`src/rtl/bit_serializer_pkg.sv`:
```
// Shared types for the parallel-to-serial feeder of the sequence detector.
package bit_serializer_pkg;

    typedef enum logic {
        IDLE  = 1'b0,
        SHIFT = 1'b1
    } ser_state_t;

endpackage

```
`src/rtl/bit_serializer.sv`:
```
// Parallel word in over valid/ready, one bit per clock out on x.
// A one-word pending buffer lets consecutive words stream without gaps.
module bit_serializer
    import bit_serializer_pkg::*;
#(
    parameter int WIDTH     = 8,
    parameter bit LSB_FIRST = 1'b0
) (
    input  logic             clk,
    input  logic             reset,
    input  logic             in_valid,
    output logic             in_ready,
    input  logic [WIDTH-1:0] in_data,
    output logic             x,
    output logic             x_valid,
    output logic             frame_start,
    output logic             busy
);

    localparam int CNT_W = $clog2(WIDTH);
    localparam logic [CNT_W-1:0] LAST = CNT_W'(WIDTH - 1);

    ser_state_t       state;
    logic [CNT_W-1:0] cnt;
    logic [WIDTH-1:0] shifter;
    logic [WIDTH-1:0] pend;
    logic             pend_valid;

    logic             last_bit;
    logic             load_now;
    logic             accept;
    logic [WIDTH-1:0] shifted;

    assign last_bit = (state == SHIFT) && (cnt == LAST);
    assign load_now = pend_valid && ((state == IDLE) || last_bit);
    // Ready depends only on registers, never on in_valid.
    assign in_ready = !pend_valid || load_now;
    assign accept   = in_valid && in_ready;

    assign shifted = LSB_FIRST ? (shifter >> 1) : (shifter << 1);

    always_ff @(posedge clk or posedge reset) begin
        if (reset) begin
            state      <= IDLE;
            cnt        <= '0;
            shifter    <= '0;
            pend       <= '0;
            pend_valid <= 1'b0;
        end else begin
            if (accept) begin
                pend       <= in_data;
                pend_valid <= 1'b1;
            end else if (load_now) begin
                pend_valid <= 1'b0;
            end

            if (load_now) begin
                shifter <= pend;
                cnt     <= '0;
                state   <= SHIFT;
            end else if (state == SHIFT) begin
                if (cnt != LAST) begin
                    shifter <= shifted;
                    cnt     <= cnt + CNT_W'(1);
                end else begin
                    state   <= IDLE;
                    shifter <= '0;
                    cnt     <= '0;
                end
            end
        end
    end

    assign x_valid     = (state == SHIFT);
    assign x           = x_valid &&
                         (LSB_FIRST ? shifter[0] : shifter[WIDTH-1]);
    assign frame_start = x_valid && (cnt == '0);
    assign busy        = x_valid || pend_valid;

endmodule
```
`config.mk`:
```
export PLATFORM = sky130hd
export DESIGN_NAME = bit_serializer
export DESIGN_NICKNAME = d
export VERILOG_FILES = /design/src/rtl/bit_serializer_pkg.sv /design/src/rtl/bit_serializer.sv
export SDC_FILE = /design/constraint.sdc
export NUM_CORES = 1
export LEC_CHECK = 0
export CAP_MARGIN = 20
export CORE_ASPECT_RATIO = 0.9
export CORE_MARGIN = 5
export CORE_UTILIZATION = 55
export CTS_BUF_LIST = sky130_fd_sc_hd__clkbuf_4
export CTS_CLUSTER_SIZE = 25
export DETAILED_ROUTE_END_ITERATION = 12
export GPL_TIMING_DRIVEN = 0
export PLACE_DENSITY = 0.9
export SETUP_SLACK_MARGIN = 0.05
export SLEW_MARGIN = 15
export SYNTH_ARGS = -nofsm -noshare
export SYNTH_HDL_FRONTEND = slang
export SYNTH_SLANG_ARGS = --single-unit
```
`constraint.sdc`:
```
create_clock -name clk -period 4.3 [get_ports clk]
set_clock_uncertainty 0.1 [all_clocks]
set_input_delay 0.645 -clock clk [delete_from_list [all_inputs] [get_ports clk]]
set_output_delay 0.645 -clock clk [all_outputs]
set_load 0.03 [all_outputs]
```
==> summary.txt, run 1 <==
Timing
  • Minimum clock period: 2990 ps
  • RSZ-0062 raised after global routing: false
  • Worst-margin pin slew: 800 ps
  • Final slew viol count: 0
  • Worst slew margin: 0.466
  • Fmax: 334 MHz
  • Setup TNS: 0 ps
  • Final setup violation count: 0
  • Final hold vios: 0
  • Tcrit/Tclk final: 0.695
  • Hold_ws: between 400 and 500 ps

Worst setup path
  • CP cell instances: ha_1 > ha_1 > and3b_2 > buf_6 > inv_1 > clkdlybuf4s50_1
  • CP Launch Type: register
  • Worst path bufs/invs: 3
  • Delay-heaviest family, CP: buffers and inverters
  • Max FO, Critical Path: 10
  • Most used cell, CP: ha_1
  • Crit path required time: 3560 ps
  • CP max stage delay: 580 ps
  • Kind of critical path: register to output pin
  • Worst EP arrival: 2240 ps
  • Worst path slowest cell: clkdlybuf4s50_1
  • Worst setup EP type: output pin

Clocking
  • Post-CTS Setup Bufs: 0
  • Worst-case clock buffer depth: 2
  • Root Driver: clkbuf_4
  • Clock Sinks: 21
  • Clk pin slew, worst setup/hold paths: approximately 120 ps
  • CTS Buf Count: 3
  • H-tree depth: 1
  • Clock Latency Late Sink: 300 ps
  • CTS tree: yes
  • Cts hold-fix bufs: 0
  • Post_cts resized: 0

Drt
  • DRT Pass-1 Iters: 4
  • Final WL: 2510 um
  • Initial DRC count: 15
  • Final ANT Viol Nets: 0
  • Vias: 928
  • Drt drc: 0
  • Vias per cell: between 6 and 7
  • Routed WL per cell: between 15 and 20 um

Finish
  • Number of nets in the layout: 141
  • Final Cell Area: 0.00138 mm2
  • Area grow syn2layout: 18.1%
  • Register area: 526 um2
  • Final cell count without fillers: 151
  • Filler instances: 159
  • Multi-input logic area: 548 um2
  • ANT cells: 0
  • Layout cells sized above 1: 0.159

Run status
  • Status: finished, final reports clean

GRT
  • GR Util met1: 0.262
  • M3 GR Usage: 0.0384
  • Largest net degree at the start of global routing: 22
  • Congestion Overflow GR: 0
  • GRT Total Usage: 0.191
  • Global-route wire length before repair: 4490 um
  • Number of global-route vias before repair: 876
  • Busiest grt layer: met2
  • M2 GR Usage: 0.294
  • Initial antenna violation count: 0

Floorplanning
  • Core area: 0.00197 mm2
  • Die Width: 58.6 um
  • Die Ht: around 54 um
  • # rows: 15
  • Initial Utilization: 0.594
  • I/O pin count: 16
  • Die area: 0.00315 mm2

Synth
  • Async SR Flop Fraction: 1.00
  • Post-synthesis sequential area ratio: 0.449
  • Syn_area_per_cell: 10.9 um2
  • Number of synthesized flops with an enable pin: 0
  • Synthesis Warnings: 0
  • Yosys top cell area share: 0.449
  • Synth Flop Type: dfrtp_1
  • Count leader, synth: dfrtp_1
  • Library cells used by synthesis: 24
  • Synth top cells by count: dfrtp_1 (21), nand2_1 (9), nand2b_1 (9)
  • Largest cells by area after synthesis: dfrtp_1 (45%), and3b_2 (6.8%), a311o_1 (6.0%)
  • Synthesis-stage register bit count: 21
  • Post-synth top area cell: dfrtp_1
  • Syn nets: 121
  • Cells after synthesis: 107
  • Mapped Area: 0.00117 mm2

Placed design
  • Routability cong.: 0.762
  • Inst Count DP: 147
  • Buffers on Ports: 15
  • DP Area: 0.00135 mm2
  • Post-DP HPWL: approximately 1800 um

Power and ir drop
  • P_leak: 0.597 nW
  • Pwr Density: 629 mW/mm2
  • IR drop worst, VDD: 0.421 mV

Min path
  • Worst hold path type: register to register

Run
  • Max_cap viols: 0
[cell usage in the layout (no fill, tap or decap)]
cell type / instances
o2bb2ai_1: 1
nor2b_1: 1
a32o_1: 1
ha_1: 3
or2_1: 1
clkbuf_1: 2
o211ai_1: 8
nand2b_1: 9
and2_1: 1
or2b_1: 1
nor3b_1: 7
and3b_2: 8
inv_1: 5
nand2_1: 9
dfrtp_1: 21
o31ai_1: 1
nand3b_1: 1
clkbuf_2: 1
buf_2: 2
clkbuf_4: 4
mux2i_1: 2
nand4b_1: 8
clkdlybuf4s50_1: 15
buf_6: 5
nor2_1: 2
a311o_1: 7
[sequential cells by signal (all words and copies together) (netlist names)]
signal / count
pend_valid: 1
cnt: 3
pend: 8
x_valid: 1
shifter: 8
[per-stage QoR]
| stage | power, mW | utilization | setup slack, ps |
|---|---|---|---|
| global route | 0.935 | 0.702 | 1200 |
| CTS | 0.872 | 0.702 | 1310 |
| global placement | 0.736 | 0.686 | 1670 |
| floorplan | 0.644 | - | 2200 |
| detailed placement | 0.769 | 0.686 | 1660 |
| finish | 0.869 | 0.702 | 1310 |
[report_power, final]
group | total [mW] | switching [mW] | internal [mW]
registers | 0.322 | 0.0494 | 0.273
logic | 0.444 | 0.213 | 0.231
clock network | 0.103 | 0.0602 | 0.0425
total | 0.869 | 0.322 | 0.547
[logic make-up after synthesis]
logic type,share of synthesized area
AOI/OAI and AO/OA,0.134
adders and majority gates,0.0321
buffers and inverters,0.0833
DFF,0.449
muxes,0.0171
and+or+nand+nor,0.285
[final cells by class]
type                       count  area share
sequential                    21       0.380
inverter                       5      0.0136
clock buffer                   4      0.0217
tap                           25      0.0226
timing repair buffer          15       0.109
multi-input combinational     71       0.396
buffer                        10      0.0570
[worst register-to-register path, delay by kind of cell (launching register included)]
family          cells  cell delay, ps
fa+ha+maj           2             480
flops               1             410
buf+inv             1             140
simple gates        1             190
compound gates      1             350
[path summary, 6_finish.rpt]
path                             from          to  slack (ps)  depth (start not counted)
min reg2reg                shifter[0]  shifter[0]         410                          1
min                        shifter[0]  shifter[0]         410                          1
min in group asynchronous       reset     x_valid         680                          2
max in group asynchronous       reset     pend[4]        2920                          2
max                            cnt[0]    in_ready        1310                          6
max reg2reg                    cnt[0]  shifter[4]        2510                          5
[per-layer routing]
metal | up-vias | routed length, um
met2 | 39 | 1150
met5 | - | 0
met1 | 454 | 1160
li1 | 429 | -
met3 | 6 | 148
met4 | 0 | 51
(Power assumes the default switching activity.)
==> run 2: changes to the inputs <==
==> constraint.sdc (replaced) <==
create_clock -name clk -period 2.9 [get_ports clk]
set_clock_uncertainty 0.1 [all_clocks]
set_input_delay 0.435 -clock clk [delete_from_list [all_inputs] [get_ports clk]]
set_output_delay 0.435 -clock clk [all_outputs]
set_load 0.03 [all_outputs]
==> summary.txt, run 2 (same netlist as run 1, synthesis figures left out) <==
GRT
  • Largest net degree at the start of global routing: 22
  • Global-route wire length before repair: 4490 um
  • Number of global-route vias before repair: 876
  • Initial antenna violation count: 0
  • Congestion Overflow GR: 0
  • GRT Total Usage: 0.191

Finish
  • Number of nets in the layout: 141
  • ANT cells: 0
  • Area grow syn2layout: 18.3%
  • Layout cells sized above 1: 0.159
  • Final Cell Area: 0.00139 mm2
  • Largest regs: pend x8, shifter x8, cnt x3
  • Utilization after layout: 0.703
  • Commonest non-fill, non-tap cell in the layout: dfrtp_1
  • Filler instances: 158
  • Commonest cells after routing, fill and taps aside: dfrtp_1 (21), clkdlybuf4s50_1 (14), nand2b_1 (9), nand2_1 (9)
  • Final cell count without fillers: 151

Worst setup path
  • CP cell instances: buf_6 > buf_2 > nand2_1 > nor2_1 > clkdlybuf4s50_1
  • Worst EP arrival: 1990 ps
  • CP max stage delay: 680 ps
  • Worst setup EP type: output pin
  • Crit path required time: 2370 ps
  • Worst setup path startpoint: x_valid
  • Max FO, Critical Path: 10
  • CP Launch Type: register
  • Worst path slowest cell: clkdlybuf4s50_1
  • FF-to-FF setup slack: 1110 ps
  • R2R cell count: 5
  • Kind of critical path: register to output pin
  • Reg-to-Reg Start: cnt[0]
  • Reg2reg end: shifter[4]

Clocking
  • Post-CTS Setup Bufs: 0
  • Root Driver: clkbuf_4
  • H-tree depth: 1
  • Clk pin slew, worst setup/hold paths: 120 ps
  • CTS Buf Count: 3
  • Worst-case clock buffer depth: 2
  • Clock Sinks: 21
  • Clock Latency Late Sink: 300 ps
  • CTS tree: yes
  • Cts hold-fix bufs: 0

Drt
  • Vias per cell: roughly 6
  • Vias: approximately 930
  • DRT Pass-1 Iters: 4
  • Final WL: 2510 um
  • Initial DRC count: 15
  • Routed WL per cell: 16.6 um
  • Drt drc: 0
  • Final ANT Viol Nets: 0

Power and ir drop
  • Pwr Density: between 900 and 1000 mW/mm2
  • IR drop worst, VDD: 0.624 mV
  • P_leak: slightly above 0.6 nW

Timing
  • Minimum clock period: 2520 ps
  • Final setup violation count: 0
  • Final hold vios: 0
  • Worst-margin pin slew: around 800 ps
  • Final slew viol count: 0
  • Worst slew margin: 0.466
  • RSZ-0062 raised after global routing: false
  • Tcrit/Tclk final: 0.870
  • Hold_ws: about 410 ps
  • Fmax: 396 MHz
  • Setup TNS: 0 ps

Placed design
  • Buffers on Ports: 15
  • Post-DP HPWL: 1800 um
  • Routability cong.: 0.762
  • Inst Count DP: 147
  • DP Area: ~0.0014 mm2

Floorplanning
  • I/O pin count: 16
  • Initial Utilization: 0.594
  • Die Ht: between 50 and 60 um
  • # rows: 15
  • Die area: 0.00315 mm2
  • Core area: 0.00197 mm2
  • Die Width: 58.6 um

Min path
  • Hold wc startpoint: shifter[0]
  • Worst Hold Depth: 1
  • Worst hold path type: register to register
  • Hold Path Sink: shifter[0]

Run status
  • Status: finished, final reports clean

Run
  • Max_cap viols: 0
==> run 2: cell count changes in the layout (fill, tap and decap cells not counted) <==
cell,change
clkdlybuf4s50_1,-1
dlymetal6s2s_1,+1
==> run 2: routing by layer <==
metal / global-route usage / routed length [um] / share of wire / vias up
met5: 0 / 0 / 0 / -
met4: 0.0830 / 51 / 0.020 / 0
met3: 0.0384 / 154 / 0.061 / 6
met2: 0.294 / 1150 / 0.46 / 39
met1: 0.262 / 1150 / 0.46 / 454
li1: - / - / - / 429
==> run 2: through the flow <==
step           power, mW  worst slack [ps]
2_1_floorplan      0.954              1010
3_3_place_gp        1.09               479
3_5_place_dp        1.14               475
6_report            1.29               378
4_1_cts             1.29               118
5_1_grt             1.38               263
==> run 2: where the power goes <==
group | internal [mW] | switching (mW)
Clock | 0.0630 | 0.0892
Combinational | 0.341 | 0.315
Sequential | 0.405 | 0.0732
Total | 0.809 | 0.477
==> run 2: repair_timing <==
| item | 4_1_cts | 5_1_grt |
|---|---|---|
| endpoints found under the setup margin | 0 | 1 |
| gates resized for setup | 0 | 1 |
| hold endpoints to repair | 0 | 0 |
==> run 2: layout make-up <==
cell class	count	area, um2	area share
Timing Repair Buffer	15	153	0.110
Tap cell	25	31.3	0.0226
Sequential cell	21	526	0.379
Multi-Input combinational cell	71	548	0.396
Buffer	10	78.8	0.0569
Inverter	5	18.8	0.0136
Clock buffer	4	30.0	0.0217
==> run 2: worst max path at each step <==
| stage | cells after the start | end | slack, ps |
|---|---|---|---|
| 2_1_floorplan | 4 | frame_start | 1010 |
| 3_3_place_gp | 6 | in_ready | 480 |
| 3_5_place_dp | 6 | in_ready | 470 |
| 4_1_cts | 6 | in_ready | 120 |
| 5_1_grt | 5 | frame_start | 260 |
| 6_report | 5 | frame_start | 380 |
==> run 2: worst max-delay path: cells and delay by family, from the launching register on <==
family	cells	cell delay, ps
buf+inv	3	1090
flops	1	430
simple gates	2	160
==> run 3: changes to the inputs <==
--- a/config.mk
+++ b/config.mk
@@ -8,12 +8,12 @@
 export CAP_MARGIN = 20
 export CORE_ASPECT_RATIO = 0.9
 export CORE_MARGIN = 5
-export CORE_UTILIZATION = 55
+export CORE_UTILIZATION = 45
 export CTS_BUF_LIST = sky130_fd_sc_hd__clkbuf_4
 export CTS_CLUSTER_SIZE = 25
 export DETAILED_ROUTE_END_ITERATION = 12
 export GPL_TIMING_DRIVEN = 0
-export PLACE_DENSITY = 0.9
+export PLACE_DENSITY = 0.78
 export SETUP_SLACK_MARGIN = 0.05
 export SLEW_MARGIN = 15
 export SYNTH_ARGS = -nofsm -noshare
==> summary.txt, run 3 (same netlist as run 1, synthesis figures left out) <==
Power and ir drop
  • Net Sw Frac: 0.362
  • Clock network fraction of total power: 0.118
  • Internal power: 0.804 mW
  • Pwr Density: 908 mW/mm2
  • Combinational share of power: 0.504
  • P_leak: 0.612 nW
  • Net Sw Power: roughly 0.46 mW
  • IR drop worst, VDD: about 0.46 mV
  • Sequential Power Share: 0.377

Min path
  • Worst Hold Depth: 1
  • Worst hold path type: register to register
  • Hold wc startpoint: shifter[0]
  • Hold Path Sink: shifter[0]

Clocking
  • Clock Latency Late Sink: 300 ps
  • Root Driver: clkbuf_4
  • Post-CTS Setup Bufs: 0
  • Clk pin slew, worst setup/hold paths: between 100 and 150 ps
  • H-tree depth: 1
  • CTS tree: yes
  • Worst-case clock buffer depth: 2
  • Clock Sinks: 21
  • Cts hold-fix bufs: 0
  • CTS Buf Count: 3

Timing
  • Worst slew margin: 0.471
  • Tcrit/Tclk final: 0.863
  • RSZ-0062 raised after global routing: false
  • Final hold vios: 0
  • Worst-margin pin slew: 793 ps
  • Fmax: 400 MHz
  • Setup TNS: 0 ps
  • Final slew viol count: 0
  • Final setup violation count: 0
  • Minimum clock period: around 2500 ps

GRT
  • Global-route wire length before repair: 4330 um
  • Number of global-route vias before repair: 934
  • Congestion Overflow GR: 0
  • GRT Total Usage: 0.144
  • Largest net degree at the start of global routing: 22
  • Initial antenna violation count: 0

Worst setup path
  • Worst EP arrival: 1970 ps
  • FF-to-FF setup slack: approximately 1100 ps
  • CP Launch Type: register
  • Reg-to-Reg Start: cnt[0]
  • Crit path required time: 2370 ps
  • Worst setup EP type: output pin
  • R2R cell count: 5
  • Kind of critical path: register to output pin
  • Reg2reg end: shifter[2]
  • Max FO, Critical Path: 10

Finish
  • Final cell count without fillers: 154
  • Layout cells sized above 1: 0.159
  • Largest regs: pend x8, shifter x8, cnt x3
  • Filler instances: between 200 and 250
  • Number of nets in the layout: roughly 140
  • Commonest cells after routing, fill and taps aside: dfrtp_1 (21), clkdlybuf4s50_1 (14), nand2b_1 (9), nand2_1 (9)
  • ANT cells: 0
  • Final Cell Area: 0.00139 mm2
  • Commonest non-fill, non-tap cell in the layout: dfrtp_1
  • Utilization after layout: 0.563
  • Area grow syn2layout: 18.6%

Drt
  • Vias: 886
  • DRT Pass-1 Iters: 4
  • Final WL: about 2400 um
  • Drt drc: 0
  • Vias per cell: 5.75
  • Initial DRC count: 23
  • Final ANT Viol Nets: 0
  • Routed WL per cell: 15.6 um

Placed design
  • DP Area: 0.00136 mm2
  • Routability cong.: 0.758
  • Buffers on Ports: 15
  • Inst Count DP: 150
  • Post-DP HPWL: 1720 um

Floorplanning
  • Die area: 0.00372 mm2
  • Die Ht: 58.4 um
  • I/O pin count: 16
  • Initial Utilization: 0.475
  • Core area: 0.00247 mm2
  • # rows: 17
  • Die Width: 63.8 um

Run
  • Max_cap viols: 0

Run status
  • Status: finished, final reports clean
[run 3: cell counts in the layout (fill, tap and decap cells not counted)]
Identical to the previous run, type by type.
[run 3: per-layer routing]
metal | wire length, um | vias to the layer above | track usage | share of wire
li1 | - | 428 | - | -
met3 | 103 | 2 | 0.0344 | 0.043
met5 | 0 | - | 0 | 0
met4 | 7 | 0 | 0.0445 | 0.0029
met2 | 1110 | 23 | 0.230 | 0.46
met1 | 1180 | 433 | 0.195 | 0.49
[run 3: critical path, stage by stage, from the launching register on]
cell and delay [ps]:
dfrtp_1 430, buf_6 170, buf_2 230, nand2_1 70, nor2_1 90, clkdlybuf4s50_1 670
[run 3: worst max path at each step]
stage	cells past startpoint	from	endpoint
CTS	6	cnt[1]	in_ready
global placement	6	cnt[0]	in_ready
floorplan	4	x_valid	frame_start
global route	5	x_valid	frame_start
finish	5	x_valid	frame_start
detailed placement	6	cnt[1]	in_ready
[run 3: final cells by class]
cell class | instances | area, um2 | area share
inverters | 5 | 18.8 | 0.0135
repair buffers | 15 | 153 | 0.110
well taps | 28 | 35.0 | 0.0252
multi-input cells | 71 | 548 | 0.395
plain buffers | 10 | 78.8 | 0.0568
flip-flops and latches | 21 | 526 | 0.378
clock buffers | 4 | 30.0 | 0.0216
[run 3: repair_timing]
item                                    4_1_cts  5_1_grt
endpoints found under the setup margin        0        1
endpoints found under the hold margin         0        0
resized for setup                             0        1
[run 3: stage by stage]
stage	setup WS (ps)	power, mW	hold slack, ps
after floorplan	1010	0.954	312
after global placement	482	1.10	376
after detailed placement	478	1.12	388
after CTS	118	1.27	414
after global routing	258	1.35	437
final	398	1.26	413
[run 3: power groups by stage]
stage          Sequential, mW  Combinational [mW]  Clock, mW
4_1_cts                 0.475               0.642      0.155
3_3_place_gp            0.473               0.622          0
6_report                0.475               0.636      0.149
2_1_floorplan           0.458               0.497          0
3_5_place_dp            0.482               0.641          0
5_1_grt                 0.488               0.700      0.164
